$ cat config.mk
export PLATFORM = sky130hd
export DESIGN_NAME = axi_lite_slave_regfile
export DESIGN_NICKNAME = d
export VERILOG_FILES = /design/src/rtl/axi_lite_pkg.sv /design/src/rtl/axi_lite_regbank.sv /design/src/rtl/axi_lite_slave_regfile.sv
export SDC_FILE = /design/constraint.sdc
export NUM_CORES = 1
export LEC_CHECK = 0
export CORE_MARGIN = 3
export CORE_UTILIZATION = 23
export CTS_CLUSTER_DIAMETER = 30
export DETAILED_ROUTE_END_ITERATION = 8
export HOLD_SLACK_MARGIN = 0.05
export MAX_ROUTING_LAYER = met4
export PLACE_DENSITY = 0.44
export SLEW_MARGIN = 20
export SYNTH_ARGS = -nofsm -noshare
export SYNTH_HDL_FRONTEND = slang
export SYNTH_SLANG_ARGS = --single-unit
$ cat constraint.sdc
create_clock -name aclk -period 4.8 [get_ports aclk]
set_clock_uncertainty 0.05 [all_clocks]
set_input_delay 1.44 -clock aclk [delete_from_list [all_inputs] [get_ports aclk]]
set_output_delay 1.44 -clock aclk [all_outputs]
set_load 0.005 [all_outputs]
$ cat src/rtl/axi_lite_pkg.sv
// rtl/axi_lite_pkg.sv - shared AXI4-Lite widths, response codes and helpers
package axi_lite_pkg;

   localparam int DATA_W = 32;
   localparam int ADDR_W = 32;
   localparam int ID_W   = 4;
   localparam int STRB_W = 4;

   typedef enum logic [1:0] {
      OKAY   = 2'b00,
      EXOKAY = 2'b01,
      SLVERR = 2'b10,
      DECERR = 2'b11
   } resp_t;

   // Decode errors are always reported as SLVERR by this responder
   function automatic resp_t resp_for(input logic err);
      return err ? SLVERR : OKAY;
   endfunction

endpackage

$ cat src/rtl/axi_lite_regbank.sv
// rtl/axi_lite_regbank.sv - register storage with byte-strobed write and async read
module axi_lite_regbank
   import axi_lite_pkg::*;
#(
   parameter int  NUM_REGS = 16,
   localparam int IDX_W    = $clog2(NUM_REGS)
) (
   input  logic              clk,
   input  logic              resetn,
   input  logic              we,
   input  logic [IDX_W-1:0]  widx,
   input  logic [DATA_W-1:0] wdata,
   input  logic [STRB_W-1:0] wstrb,
   input  logic [IDX_W-1:0]  ridx,
   output logic [DATA_W-1:0] rdata
);

   logic [DATA_W-1:0] regs [NUM_REGS];

   // Clear on reset, otherwise update only the strobed bytes of the addressed register
   always_ff @(posedge clk) begin
      if (!resetn) begin
         for (int i = 0; i < NUM_REGS; i++) regs[i] <= '0;
      end else if (we) begin
         for (int b = 0; b < STRB_W; b++) begin
            if (wstrb[b]) regs[widx][8*b +: 8] <= wdata[8*b +: 8];
         end
      end
   end

   assign rdata = regs[ridx];

endmodule

$ cat src/rtl/axi_lite_slave_regfile.sv
// rtl/axi_lite_slave_regfile.sv - AXI4-Lite responder in front of a byte-strobed register bank
module axi_lite_slave_regfile
   import axi_lite_pkg::*;
#(
   parameter int          NUM_REGS  = 16,
   parameter logic [31:0] BASE_ADDR = 32'h0000_0000
) (
   input  logic              aclk,
   input  logic              aresetn,
   input  logic [ADDR_W-1:0] awaddr,
   input  logic              awvalid,
   output logic              awready,
   input  logic [ID_W-1:0]   awid,
   input  logic [3:0]        awlen,
   input  logic [2:0]        awsize,
   input  logic [1:0]        awburst,
   input  logic [DATA_W-1:0] wdata,
   input  logic              wvalid,
   output logic              wready,
   input  logic [STRB_W-1:0] wstrb,
   input  logic [ID_W-1:0]   wid,
   input  logic              wlast,
   output logic [1:0]        bresp,
   output logic              bvalid,
   input  logic              bready,
   output logic [ID_W-1:0]   bid,
   input  logic [ADDR_W-1:0] araddr,
   input  logic              arvalid,
   output logic              arready,
   input  logic [ID_W-1:0]   arid,
   input  logic [3:0]        arlen,
   input  logic [2:0]        arsize,
   input  logic [1:0]        arburst,
   output logic [DATA_W-1:0] rdata,
   output logic              rvalid,
   input  logic              rready,
   output logic [1:0]        rresp,
   output logic [ID_W-1:0]   rid,
   output logic              rlast
);

   localparam int               IDX_W = $clog2(NUM_REGS);
   localparam logic [ADDR_W-1:0] SPAN = ADDR_W'(4 * NUM_REGS);

   logic              aw_full, w_full;
   logic [ADDR_W-1:0] aw_addr_q;
   logic [ID_W-1:0]   aw_id_q;
   logic [3:0]        aw_len_q;
   logic [2:0]        aw_size_q;
   logic [DATA_W-1:0] w_data_q;
   logic [STRB_W-1:0] w_strb_q;

   logic [ADDR_W-1:0] aw_off, ar_off;
   logic              w_err, r_err, commit;
   logic              aw_hs, w_hs, ar_hs;
   logic [DATA_W-1:0] rd_data;

   // Offsets below BASE_ADDR wrap to huge values, so one unsigned compare covers both ends
   assign aw_off = aw_addr_q - BASE_ADDR;
   assign ar_off = araddr - BASE_ADDR;
   assign w_err  = (aw_off >= SPAN) || (aw_len_q != 4'd0);
   assign r_err  = (ar_off >= SPAN) || (arlen != 4'd0);

   // Readies are held low during reset and while a B or R beat is outstanding
   assign awready = aresetn && !aw_full && !bvalid;
   assign wready  = aresetn && !w_full && !bvalid;
   assign arready = aresetn && !rvalid;

   assign aw_hs  = awvalid && awready;
   assign w_hs   = wvalid && wready;
   assign ar_hs  = arvalid && arready;
   assign commit = aw_full && w_full;

   // Write path: independent AW/W capture, commit one edge after both are held
   always_ff @(posedge aclk) begin
      if (!aresetn) begin
         aw_full   <= 1'b0;
         w_full    <= 1'b0;
         aw_addr_q <= '0;
         aw_id_q   <= '0;
         aw_len_q  <= '0;
         aw_size_q <= '0;
         w_data_q  <= '0;
         w_strb_q  <= '0;
         bvalid    <= 1'b0;
         bresp     <= OKAY;
         bid       <= '0;
      end else begin
         if (aw_hs) begin
            aw_full   <= 1'b1;
            aw_addr_q <= awaddr;
            aw_id_q   <= awid;
            aw_len_q  <= awlen;
            aw_size_q <= awsize;
         end
         if (w_hs) begin
            w_full   <= 1'b1;
            w_data_q <= wdata;
            w_strb_q <= wstrb;
         end
         if (commit) begin
            aw_full <= 1'b0;
            w_full  <= 1'b0;
            bvalid  <= 1'b1;
            bid     <= aw_id_q;
            bresp   <= resp_for(w_err);
         end else if (bvalid && bready) begin
            bvalid <= 1'b0;
         end
      end
   end

   // Read path: data is sampled on the AR edge, before any same-edge register update lands
   always_ff @(posedge aclk) begin
      if (!aresetn) begin
         rvalid <= 1'b0;
         rdata  <= '0;
         rresp  <= OKAY;
         rid    <= '0;
         rlast  <= 1'b0;
      end else if (ar_hs) begin
         rvalid <= 1'b1;
         rdata  <= r_err ? '0 : rd_data;
         rresp  <= resp_for(r_err);
         rid    <= arid;
         rlast  <= 1'b1;
      end else if (rvalid && rready) begin
         rvalid <= 1'b0;
      end
   end

   axi_lite_regbank #(
      .NUM_REGS (NUM_REGS)
   ) u_regbank (
      .clk    (aclk),
      .resetn (aresetn),
      .we     (commit && !w_err),
      .widx   (aw_off[IDX_W+1:2]),
      .wdata  (w_data_q),
      .wstrb  (w_strb_q),
      .ridx   (ar_off[IDX_W+1:2]),
      .rdata  (rd_data)
   );

   // Burst type, write ID/last and transfer sizes carry no meaning for single-beat register access
   logic unused_inputs;
   assign unused_inputs = ^{awburst, arburst, wid, wlast, aw_size_q, arsize};

endmodule

# After elaboration in Yosys (flattened, before gate mapping)
# Memory sizes are Yosys's and may differ from the RTL's.
# Index checks and enable logic that the tools add are counted.
totals:
  word_cells: 71
  output_inout_bits: 50
  register_bits: 125
  mem_count: 1
  in_bits: 138
  ramBits: 512
memory_table:
  columns: ["memory", "depth", "word_bits", "read_ports", "rd_clocked_by_memory_dff", "write_ports", "line", "text"]
  rows:
  - ["u_regbank.regs", 16, 32, 1, 0, 16, "axi_lite_regbank.sv:18", "logic [DATA_W-1:0] regs [NUM_REGS];"]
op_classes:
  n_reduce_logical: 25
  bitwise: 1
  muxes: 27
  order_cmp: 2
ops:
  columns: ["cell", "n"]
  rows:
  - ["$ge A32 B7 Y1 const B", 2]
  - ["$mux W32", 2]
  - ["$reduce_or A32 Y1", 1]
  - ["$mux W1", 21]
  - ["$logic_and A1 B1 Y1", 12]
  - ["$mux W4", 2]
  - ["$reduce_bool A4 Y1", 2]
  - ["$logic_not A1 Y1", 5]
  - ["$mux W2", 2]
  - ["$reduce_bool A2 Y1", 2]
  - ["$logic_or A1 B1 Y1", 2]
  - ["$reduce_or A2 Y1", 1]
  - ["$not A1 Y1", 1]

# Logic depth before layout (Yosys ltp)
logic_depth:
  word_depth: 9
  ltp_mapped: 8
  ltp_nobuf: 4

# Cells and area by module
# From an unflattened synthesis, not the netlist that was laid out.
hier_totals:
  hier_cells: 2090
  area_unflattened_um2: 26892.0
modules_own_cells:
  columns: ["module", "cells_each", "area_each_um2", "seq_area_each_um2", "instances"]
  rows:
  - ["axi_lite_regbank", 1527, 22158.8, 15374.7, 1]
  - ["axi_lite_slave_regfile", 563, 4733.3, 2422.3, 1]

# Worst setup path before layout
# Ideal clock, no wire load.
synth_timing:
  kind: "input port to output port"
  from: "input aresetn"
  to: "output arready"
  required_ns: 3.310
  arrival_time_ns: 2.255
  path_buffers: 3
  slack_ns: 1.055
  stages: 4
  cell_sequence: "buf_2 clkbuf_1 clkbuf_1 nor2b_1"
synth_between:
  elab_chain_len: 1
synth_lines:
  columns: ["item", "line", "text"]
  rows:
  - ["start, declared", "axi_lite_slave_regfile.sv:9", "input logic aresetn,"]
  - ["$logic_and A1 B1 Y1", "axi_lite_slave_regfile.sv:67", "assign arready = aresetn && !rvalid;"]
  - ["end, declared", "axi_lite_slave_regfile.sv:29", "output logic arready,"]
# No other way between the ends.

# Final worst setup path
layout_timing:
  from: "input aresetn"
  to: "output wready"
layout_between:
  elab_chain_len: 2
layout_lines:
  columns: ["item", "line", "text"]
  rows:
  - ["$logic_and A1 B1 Y1 (2 in series)", "axi_lite_slave_regfile.sv:66", "assign wready = aresetn && !w_full && !bvalid;"]
  - ["end, declared", "axi_lite_slave_regfile.sv:19", "output logic wready,"]
# No other way between the ends.

==> run_results.csv <==
group,metric,value,unit
synth,synth_seq_cells,633,
finish,nets,2423,
clocking,cts_hold_buf,0,
finish,final_cell_mix,"nor2_1 (520), edfxtp_1 (512), nand2_1 (237)",
critical_path,cp_cell_sequence,"buf_4 -> nor3b_1 -> clkdlybuf4s50_1",
power_and_ir_drop,vdd_drop_max,0.000262,V
critical_path,r2r_slack,1.39,ns
power_and_ir_drop,pwr-share-seq,34.6,%
clocking,tritoncts,"built",
routing,wl,84.5,mm
power_and_ir_drop,internal_power,13.9,mW
floorplan,num_rows,124,
min_path,hold_class,"reg2reg",
place,dpl.hpwl,51.5,mm
global_routing,first_global_vias,18900,
clocking,ctsResizeCount,0,
clocking,h-tree-depth,4,
routing,viasPerCell,4.49,
finish,layout-drive-gt1-share,21.5,%
critical_path,worst-path-buf-inv,2,
synth,syn-instance-count,2027,
power_and_ir_drop,p_switching,3.96,mW
finish,area_growth,34.1,%
global_routing,track_usage,14.4,%
critical_path,cp_num_cells,3,
clocking,clk_latency,0.73,ns
routing,wl_per_cell,21.5,um
place,port_buffers,166,
global_routing,grt_overflow,0,
sta,fin_crit_sh,87.5,%
critical_path,crit_start,"aresetn",
synth,async_flop_share,0,%
power_and_ir_drop,pwr-share-clk,60.6,%
global_routing,grt_start_max_net_pins,55,
sta,rsz0062_at_grt,"false",
power_and_ir_drop,combinationalPowerShare,4.7,%
critical_path,crit_end,"wready",
routing,route.vias.total,17700,
global_routing,grt_pass1_wl,124,mm
sta,fin_tns_setup,0,ns
synth,synth_edf_count,512,
place,dp.cells,3636,
finish,fin_cells,3938,
power_and_ir_drop,switching_share,22.2,%
outcome,outcome,"completed",
sta,slew_headroom,39.3,%
critical_path,worstPathArrival,2.71,ns
sta,max_freq,238,MHz
clocking,cts_max_path_buffers,3,
sta,worst_pin_slew,0.909,ns
floorplan,core,115000,um2
critical_path,cp-start-kind,"primary input",
clocking,cts_setup_buffers,0,
floorplan,dieHeight,347,um
critical_path,rr_startpoint,"aw_len_q[3]",
synth,yosysWarnings,0,
run,max_cap_violations,0,
clocking,clkTransAtPathRegs,0.04,ns
floorplan,dieArea,121000,um2
routing,drt-pass1-iter-count,6,
routing,remaining_drc_errors,0,
synth,synth_ff_type,"edfxtp_1",
critical_path,slowest_stage,"clkdlybuf4s50_1",
critical_path,crit_family,"buffers and inverters",
power_and_ir_drop,power_density,496,nW/um2
synth,yosysSeqAreaShare,66.4,%
floorplan,die_width,347,um
floorplan,start_util,23.3,%
synth,avgSynthCellArea,13.2,um2
sta,hold_violations,0,
power_and_ir_drop,p_leak,12.2,nW
global_routing,antenna_found_initial,5,
min_path,hold_path_depth,2,
place,place_congestion,0.754,
synth,synth.distinct_cells,42,
finish,layout_commonest_cell,"nor2_1",
synth,mappedNetlistArea,26800,um2
finish,fillCellCount,11400,
critical_path,crit_path_end_kind,"output pin",
critical_path,timing.rr.end,"u_regbank.regs[10][24]",
clocking,cts-root-buf,"clkbuf_16",
critical_path,worstRegToRegCells,5,
critical_path,required,3.31,ns
critical_path,cpPeakStageDelay,0.61,ns
clocking,numCtsBuffers,159,
clocking,cts_sinks,633,
power_and_ir_drop,power,17.8,mW
sta,period_needed,4.20,ns
sta,setup_viol,0,
routing,antenna_left,0,
critical_path,path_max_fanout,13,
critical_path,crit_type,"in2out",
floorplan,io_pins,188,
sta,maxSlewViolCount,0,
routing,drt-initial-drc-count,1525,
[sequential cells by signal, summed over array words and instances (netlist names), 30 cells and up]
name,flops
w_data_q,32
aw_addr_q,30
u_regbank.regs,512
rdata,32
[per-stage QoR]
stage	setup slack [ns]	util [%]	instance area, um2	hold WS [ns]
floorplan	1.06	-	26800	0.385
global placement	0.772	26.4	30400	0.398
detailed placement	0.726	26.4	30400	0.398
CTS	0.709	31.3	35900	0.404
global route	0.478	31.3	36000	0.427
finish	0.600	31.3	36000	0.400
[how the worst min path moves through the flow]
stage                        from  slack [ns]            end
global route        aw_addr_q[21]        0.43  aw_addr_q[21]
detailed placement  aw_addr_q[21]        0.40  aw_addr_q[21]
finish              aw_addr_q[21]        0.40  aw_addr_q[21]
CTS                 aw_addr_q[21]        0.40  aw_addr_q[21]
global placement    aw_addr_q[21]        0.40  aw_addr_q[21]
floorplan           aw_addr_q[21]        0.38  aw_addr_q[21]
[worst register-to-register path: stages (launching register included)]
cell     delay [ns]
dfxtp_1        0.30
nor4_1         0.38
and4_1         0.72
nand3_1        0.86
o21ai_0        0.52
buf_4          0.25
[synthesized netlist by cell type, types with 2 or more instances]
cell type,number,area share [%]
a21boi_0,62,1.7
a21boi_1,17,0.48
a22o_1,31,1.0
a22oi_1,63,1.8
and2_1,8,0.19
buf_1,9,0.13
buf_2,40,0.75
buf_4,8,0.22
buf_6,18,0.76
clkbuf_1,107,1.5
dfxtp_1,121,9.0
edfxtp_1,512,57
mux2_2,2,0.084
mux2i_1,4,0.15
mux4_2,127,11
nand2_1,238,3.3
nand2b_1,2,0.047
nand3_1,9,0.17
nand4_1,8,0.19
nand4_4,9,0.71
nor2_1,521,7.3
nor2b_1,14,0.33
nor3_1,2,0.037
nor4_1,13,0.30
o21ai_0,65,1.2
[kinds of logic after synthesis]
| logic type | count (synthesis) | synth area share [%] |
|---|---|---|
| AOI/OAI and AO/OA | 243 | 6.35 |
| buffers and inverters | 183 | 3.42 |
| DFF | 633 | 66.4 |
| muxes | 133 | 10.9 |
| other | 1 | 0.0140 |
| and+or+nand+nor | 834 | 12.9 |
[per-layer routing]
layer,up-vias,global-route usage (%),wire (um)
li1,7930,-,-
met1,8920,18.3,36600
met2,671,22.7,40100
met3,150,3.57,5980
met4,0,4.53,1890
met5,-,-,0
[final cells by class]
class / count / area (um2) / share of cell area (%)
multi-input cells: 1212 / 8130 / 22.6
flip-flops and latches: 633 / 17800 / 49.5
diodes: 4 / 10.0 / 0.0278
repair buffers: 279 / 2580 / 7.19
clock inverters: 112 / 1380 / 3.84
clock buffers: 186 / 4160 / 11.6
well taps: 1512 / 1890 / 5.26
[power groups by stage]
stage | logic (mW) | clock network (mW) | registers [mW]
2_1_floorplan | 0.470 | 0 | 6.25
5_1_grt | 0.911 | 11.3 | 6.20
4_1_cts | 0.862 | 11.0 | 6.18
3_5_place_dp | 0.861 | 0 | 6.27
6_report | 0.846 | 10.8 | 6.18
3_3_place_gp | 0.853 | 0 | 6.26
Note: power is estimated with default switching activity, not from simulation.
